[src/rtl/time_setter_if.sv]
// time_setter_if: buttons in, BCD time digits, edit status and load strobe out
interface time_setter_if;
  logic btn_mode;
  logic btn_up;
  logic btn_set;
  logic [3:0] hourdec_set;
  logic [3:0] hourone_set;
  logic [3:0] mindec_set;
  logic [3:0] minone_set;
  logic editing;
  logic [1:0] edit_sel;
  logic load;
  modport master (
    output btn_mode, btn_up, btn_set,
    input hourdec_set, hourone_set, mindec_set, minone_set, editing, edit_sel, load
  );
  modport slave (
    input btn_mode, btn_up, btn_set,
    output hourdec_set, hourone_set, mindec_set, minone_set, editing, edit_sel, load
  );
endinterface

[src/rtl/time_setter.sv]
// time_setter: debounced button time entry producing BCD HH:MM digits and a load strobe
// Define AUTO_REPEAT_EN to get auto-repeat increments while up is held.
module time_setter #(
  parameter int DEBOUNCE_CYCLES = 16,
  parameter int REPEAT_DELAY = 500,
  parameter int REPEAT_PERIOD = 100
) (
  input logic clk,
  input logic rstn,
  time_setter_if.slave bus
);
  localparam int CW = $clog2(DEBOUNCE_CYCLES + 1);
  typedef enum logic [2:0] {IDLE, EDIT_HD, EDIT_HO, EDIT_MD, EDIT_MO} state_t;
  state_t state, state_n;
  logic [2:0] raw, s0, s1, db, db_q, ev;
  logic [CW-1:0] cnt [3];
  logic [3:0] hd, ho, md, mo;
  logic editing, load, inc_req, inc;
  logic [1:0] edit_sel;
  assign raw = {bus.btn_set, bus.btn_up, bus.btn_mode};
  assign ev = db & ~db_q;
  always_ff @(posedge clk or negedge rstn)
    if (!rstn) begin
      s0 <= '0;
      s1 <= '0;
      db <= '0;
      db_q <= '0;
      for (int i = 0; i < 3; i++) cnt[i] <= '0;
    end else begin
      s0 <= raw;
      s1 <= s0;
      db_q <= db;
      for (int i = 0; i < 3; i++)
        if (s1[i] == db[i]) cnt[i] <= '0;
        else if (cnt[i] == CW'(DEBOUNCE_CYCLES - 1)) begin
          cnt[i] <= '0;
          db[i] <= s1[i];
        end else cnt[i] <= cnt[i] + 1'b1;
    end
`ifdef AUTO_REPEAT_EN
  logic [31:0] rep_cnt;
  logic rep_armed, rep_tick;
  assign rep_tick = editing && db[1] && rep_cnt == (rep_armed ? 32'(REPEAT_PERIOD - 1) : 32'(REPEAT_DELAY - 1));
  always_ff @(posedge clk or negedge rstn)
    if (!rstn) begin
      rep_cnt <= '0;
      rep_armed <= 1'b0;
    end else if (!db[1] || !editing || state_n != state || ev[1]) begin
      rep_cnt <= '0;
      rep_armed <= 1'b0;
    end else if (rep_tick) begin
      rep_cnt <= '0;
      rep_armed <= 1'b1;
    end else rep_cnt <= rep_cnt + 1'b1;
  assign inc_req = ev[1] | rep_tick;
`else
  assign inc_req = ev[1];
`endif
  always_ff @(posedge clk or negedge rstn)
    if (!rstn) state <= IDLE;
    else state <= state_n;
  always_comb begin
    state_n = state;
    if (state != IDLE && ev[2]) state_n = IDLE;
    else if (ev[0]) state_n = state == EDIT_MO ? IDLE : state_t'(state + 3'd1);
  end
  always_comb begin
    editing = state != IDLE;
    edit_sel = editing ? 2'(3'd4 - state) : 2'd0;
  end
  // set has priority: a commit suppresses any increment in the same cycle
  assign inc = inc_req && editing && !ev[2];
  always_ff @(posedge clk or negedge rstn)
    if (!rstn) begin
      hd <= '0;
      ho <= '0;
      md <= '0;
      mo <= '0;
      load <= 1'b0;
    end else begin
      load <= editing && ev[2];
      if (inc)
        case (state)
          EDIT_HD: begin
            hd <= hd >= 4'd2 ? 4'd0 : hd + 4'd1;
            if (hd == 4'd1 && ho > 4'd3) ho <= 4'd3;
          end
          EDIT_HO: ho <= ho >= (hd == 4'd2 ? 4'd3 : 4'd9) ? 4'd0 : ho + 4'd1;
          EDIT_MD: md <= md >= 4'd5 ? 4'd0 : md + 4'd1;
          EDIT_MO: mo <= mo >= 4'd9 ? 4'd0 : mo + 4'd1;
          default: ;
        endcase
    end
  assign bus.hourdec_set = hd;
  assign bus.hourone_set = ho;
  assign bus.mindec_set = md;
  assign bus.minone_set = mo;
  assign bus.editing = editing;
  assign bus.edit_sel = edit_sel;
  assign bus.load = load;
endmodule

[src/flat_wrapper.sv]
// flat-port wrapper written by rule: the top's interface ports become plain ports
module time_setter_flat 
#(
  parameter int DEBOUNCE_CYCLES = 16,
  parameter int REPEAT_DELAY = 500,
  parameter int REPEAT_PERIOD = 100
)
  (clk, rstn, bus_btn_mode, bus_btn_up, bus_btn_set, bus_hourdec_set, bus_hourone_set, bus_mindec_set, bus_minone_set, bus_editing, bus_edit_sel, bus_load);
  time_setter_if bus_i ();
  input logic clk;
  input logic rstn;
  input wire logic [$bits(bus_i.btn_mode)-1:0] bus_btn_mode;
  input wire logic [$bits(bus_i.btn_up)-1:0] bus_btn_up;
  input wire logic [$bits(bus_i.btn_set)-1:0] bus_btn_set;
  output wire logic [$bits(bus_i.hourdec_set)-1:0] bus_hourdec_set;
  output wire logic [$bits(bus_i.hourone_set)-1:0] bus_hourone_set;
  output wire logic [$bits(bus_i.mindec_set)-1:0] bus_mindec_set;
  output wire logic [$bits(bus_i.minone_set)-1:0] bus_minone_set;
  output wire logic [$bits(bus_i.editing)-1:0] bus_editing;
  output wire logic [$bits(bus_i.edit_sel)-1:0] bus_edit_sel;
  output wire logic [$bits(bus_i.load)-1:0] bus_load;
  assign bus_i.btn_mode = bus_btn_mode;
  assign bus_i.btn_up = bus_btn_up;
  assign bus_i.btn_set = bus_btn_set;
  assign bus_hourdec_set = bus_i.hourdec_set;
  assign bus_hourone_set = bus_i.hourone_set;
  assign bus_mindec_set = bus_i.mindec_set;
  assign bus_minone_set = bus_i.minone_set;
  assign bus_editing = bus_i.editing;
  assign bus_edit_sel = bus_i.edit_sel;
  assign bus_load = bus_i.load;
  time_setter #(.DEBOUNCE_CYCLES(DEBOUNCE_CYCLES), .REPEAT_DELAY(REPEAT_DELAY), .REPEAT_PERIOD(REPEAT_PERIOD)) u_core (.clk(clk), .rstn(rstn), .bus(bus_i));
endmodule
[config.mk]
export PLATFORM = sky130hd
export DESIGN_NAME = time_setter_flat
export DESIGN_NICKNAME = d
export VERILOG_FILES = /design/src/rtl/time_setter_if.sv /design/src/rtl/time_setter.sv /design/src/flat_wrapper.sv
export SDC_FILE = /design/constraint.sdc
export NUM_CORES = 1
export LEC_CHECK = 0
export CORE_UTILIZATION = 45
export CTS_CLUSTER_SIZE = 40
export DETAILED_ROUTE_END_ITERATION = 6
export GPL_TIMING_DRIVEN = 0
export PLACE_DENSITY = 0.66
export SLEW_MARGIN = 10
export SYNTH_ARGS = -nofsm -noshare
export SYNTH_HDL_FRONTEND = slang
export SYNTH_SLANG_ARGS = --single-unit
[constraint.sdc]
create_clock -name clk -period 4 [get_ports clk]
set_clock_uncertainty 0.15 [all_clocks]
set_input_delay 0.8 -clock clk [delete_from_list [all_inputs] [get_ports clk]]
set_output_delay 0.8 -clock clk [all_outputs]
set_load 0.01 [all_outputs]
==> run_results.csv <==
group,metric,value,unit
run_status,status,"finished clean",
worst_setup_path,cp.arrival,1.81,ns
timing,worstMarginPinSlew,0.496,ns
detailed_routing,wire_per_inst,11.7,um
logic_synthesis,ys_types,42,
logic_synthesis,synthCells,208,
clock_network,cts_setup_buffers,0,
worst_setup_path,endpoint,"bus_edit_sel[0]",
detailed_routing,viasPerCell,5.03,
clock_network,root_buffer,"clkbuf_8",
power,power_leakage,1.30,nW
worst_setup_path,r2r_end,"u_core.bus.hourone_set[2]$_DFFE_PN0P_",
detailed_routing,drt-initial-drc-count,93,
worst_setup_path,crit_path_max_fanout,6,
die,start_util,47.4,%
placed_design,dp_hpwl,2610,um
global_route,grt_first_pass_wirelength,6310,um
worst_setup_path,cp-start-kind,"register",
global_route,globalRouteOverflowTotal,0,
clock_network,cts_buffer_depth,2,
die,io_pins,25,
logic_synthesis,synthFlopType,"dfrtp_1",
die,fp.dieH,73.0,um
timing,fmax,362,MHz
global_route,first_global_vias,1412,
detailed_routing,antenna_left,0,
clock_network,cts_hold_buf,0,
worst_setup_path,r2r_slack,1.52,ns
layout,drive_gt1_share,7.88,%
global_route,grt_antenna_before_repair,0,
detailed_routing,vias,1550,
power,p_per_area,326,mW/mm^2
layout,fillCellCount,408,
timing,finalHoldViolCount,0,
logic_synthesis,ys_seq_elements,47,
placed_design,place.gp.congestion,0.761,
clock_network,path_clk_slew,0.09,ns
global_route,grt_usage,15.7,%
timing,rsz0062_at_grt,"no",
die,dieArea,0.00533,sq mm
logic_synthesis,synth_edf_count,0,
clock_network,cts.repair.resized,0,
clock_network,cts_max_level,2,
worst_setup_path,path_class,"reg2out",
die,die_w,73.0,um
die,coreArea,0.00479,sq mm
layout,design_area,0.00273,sq mm
logic_synthesis,postSynthNetCount,233,
clock_network,cts_buffers,5,
logic_synthesis,syn_area,0.00227,sq mm
logic_synthesis,yosysSeqAreaShare,51.8,%
timing,slew_violations,0,
layout,diodes,0,
power,worst_ir_drop_vdd,293,uV
worst_hold_path,hp-class,"reg2reg",
layout,layout_common_cells,"47 x dfrtp_1, 23 x clkdlybuf4s50_1, 21 x nor2_1",
layout,final_common_cell,"dfrtp_1",
placed_design,place_area,0.00261,sq mm
clock_network,clock_sinks,47,
timing,fin_crit_sh,69.0,%
detailed_routing,wirelength,3600,um
logic_synthesis,async_flop_share,100,%
timing,slew_headroom,66.6,%
logic_synthesis,synth_top_area_share,51.8,%
layout,finalNetCount,265,
worst_setup_path,required,3.05,ns
clock_network,cts_tree,"done",
worst_setup_path,end_kind,"output port",
logic_synthesis,yosys_warnings,0,
logic_synthesis,yosys.area.top_type,"dfrtp_1",
layout,final_util,57.0,%
logic_synthesis,ys_top_cells_by_area,"dfrtp_1 52%, ha_1 11%, nor2_1 3.5%",
detailed_routing,drc,0,
timing,period_minus_slack,2.76,ns
worst_setup_path,cp-startpoint,"u_core.state[0]$_DFFE_PN0P_",
placed_design,io_buffers,24,
global_route,grt_max_degree,38,
run,maxCapViolations,0,
detailed_routing,dr.pass1.iters,4,
logic_synthesis,synth_area_per_cell,10.9,sq um
layout,areaGrowthSynthToFinish,20.3,%
worst_setup_path,reg2reg_from,"u_core.bus.hourdec_set[0]$_DFFE_PN0P_",
worst_setup_path,r2r_cells,8,
die,rows,25,
timing,finalSetupViolCount,0,
timing,setup_tns,0,ns
clock_network,clk_latency,0.30,ns
layer usage:
metal  vias up  part of all wire, %  track usage, %
met5         -                    0               0
met4         0                  1.3            6.97
met3         6                  2.1            4.97
met2        22                   47            23.3
met1       738                   50            21.2
li1        784                    -               -
layout make-up:
cell class / count / area, sq um / area share, %
inverter: 17 / 63.8 / 2.34
clock inverter: 2 / 38.8 / 1.42
sequential: 47 / 1180 / 43.1
tap: 67 / 83.8 / 3.07
timing repair buffer: 25 / 255 / 9.35
clock buffer: 6 / 82.6 / 3.02
multi-input combinational: 144 / 1030 / 37.7
how the worst min path moves through the flow:
stage	startpoint	to	slack (ns)	cells past startpoint
2_1_floorplan	u_core.s0[0]$_DFF_PN0_	u_core.s1[0]$_DFF_PN0_	0.18	0
3_3_place_gp	u_core.s0[1]$_DFF_PN0_	u_core.s1[1]$_DFF_PN0_	0.18	0
3_5_place_dp	u_core.s0[2]$_DFF_PN0_	u_core.s1[2]$_DFF_PN0_	0.19	0
4_1_cts	u_core.s0[2]$_DFF_PN0_	u_core.s1[2]$_DFF_PN0_	0.21	0
5_1_grt	u_core.s0[0]$_DFF_PN0_	u_core.s1[0]$_DFF_PN0_	0.21	0
6_report	u_core.s0[0]$_DFF_PN0_	u_core.s1[0]$_DFF_PN0_	0.21	0
synthesized netlist by cell type (all sizes together), types with 2 or more instances:
library cell	instances
dfrtp	47
nor2	21
ha	20
inv	17
nand3	11
nand2	10
xor2	9
a21oi	8
nand2b	8
o21ai	8
and2	7
and3	4
mux2	3
a22o	2
a2bb2oi	2
a32o	2
a41oi	2
nand4	2
o2bb2ai	2
or3b	2
registers in the layout, summed over array words and instances (netlist names), 3 cells and up:
name	cells
u_core.state	3
u_core.bus.minone_set	4
u_core.bus.hourdec_set	4
u_core.s1	3
u_core.db_q	3
u_core.bus.hourone_set	4
u_core.s0	3
u_core.cnt	15
u_core.db	3
u_core.bus.mindec_set	4
stage by stage:
stage | setup WS (ns) | instances | hold slack [ns] | power (mW)
finish | 1.24 | 308 | 0.205 | 0.890
detailed placement | 1.56 | 300 | 0.186 | 0.536
CTS | 1.22 | 308 | 0.206 | 0.903
global route | 1.11 | 308 | 0.214 | 0.931
floorplan | 1.67 | 208 | 0.181 | 0.515
global placement | 0.604 | 299 | 0.183 | 0.533
worst max-delay path, stage by stage, from the launching register on:
cell and delay (ns):
dfrtp_1 0.41, inv_1 0.10, ha_1 0.28, a21oi_1 0.16, clkdlybuf4s50_1 0.56
kinds of logic after synthesis:
group / after synthesis / synth area share [%]
AND/OR/NAND/NOR: 74 / 17.1
multiplexers: 4 / 1.93
buffers and inverters: 17 / 2.81
adder cells (fa/ha/maj): 20 / 11.0
AO/OA/AOI/OAI: 37 / 11.8
XOR/XNOR: 9 / 3.47
flip-flops: 47 / 51.8
where the power goes:
group | switching (mW) | internal, mW | total, mW
combinational | 0.0187 | 0.0138 | 0.0326
clock | 0.159 | 0.206 | 0.365
sequential | 0.00683 | 0.485 | 0.492
total | 0.185 | 0.705 | 0.890
(Power assumes the default switching activity.)
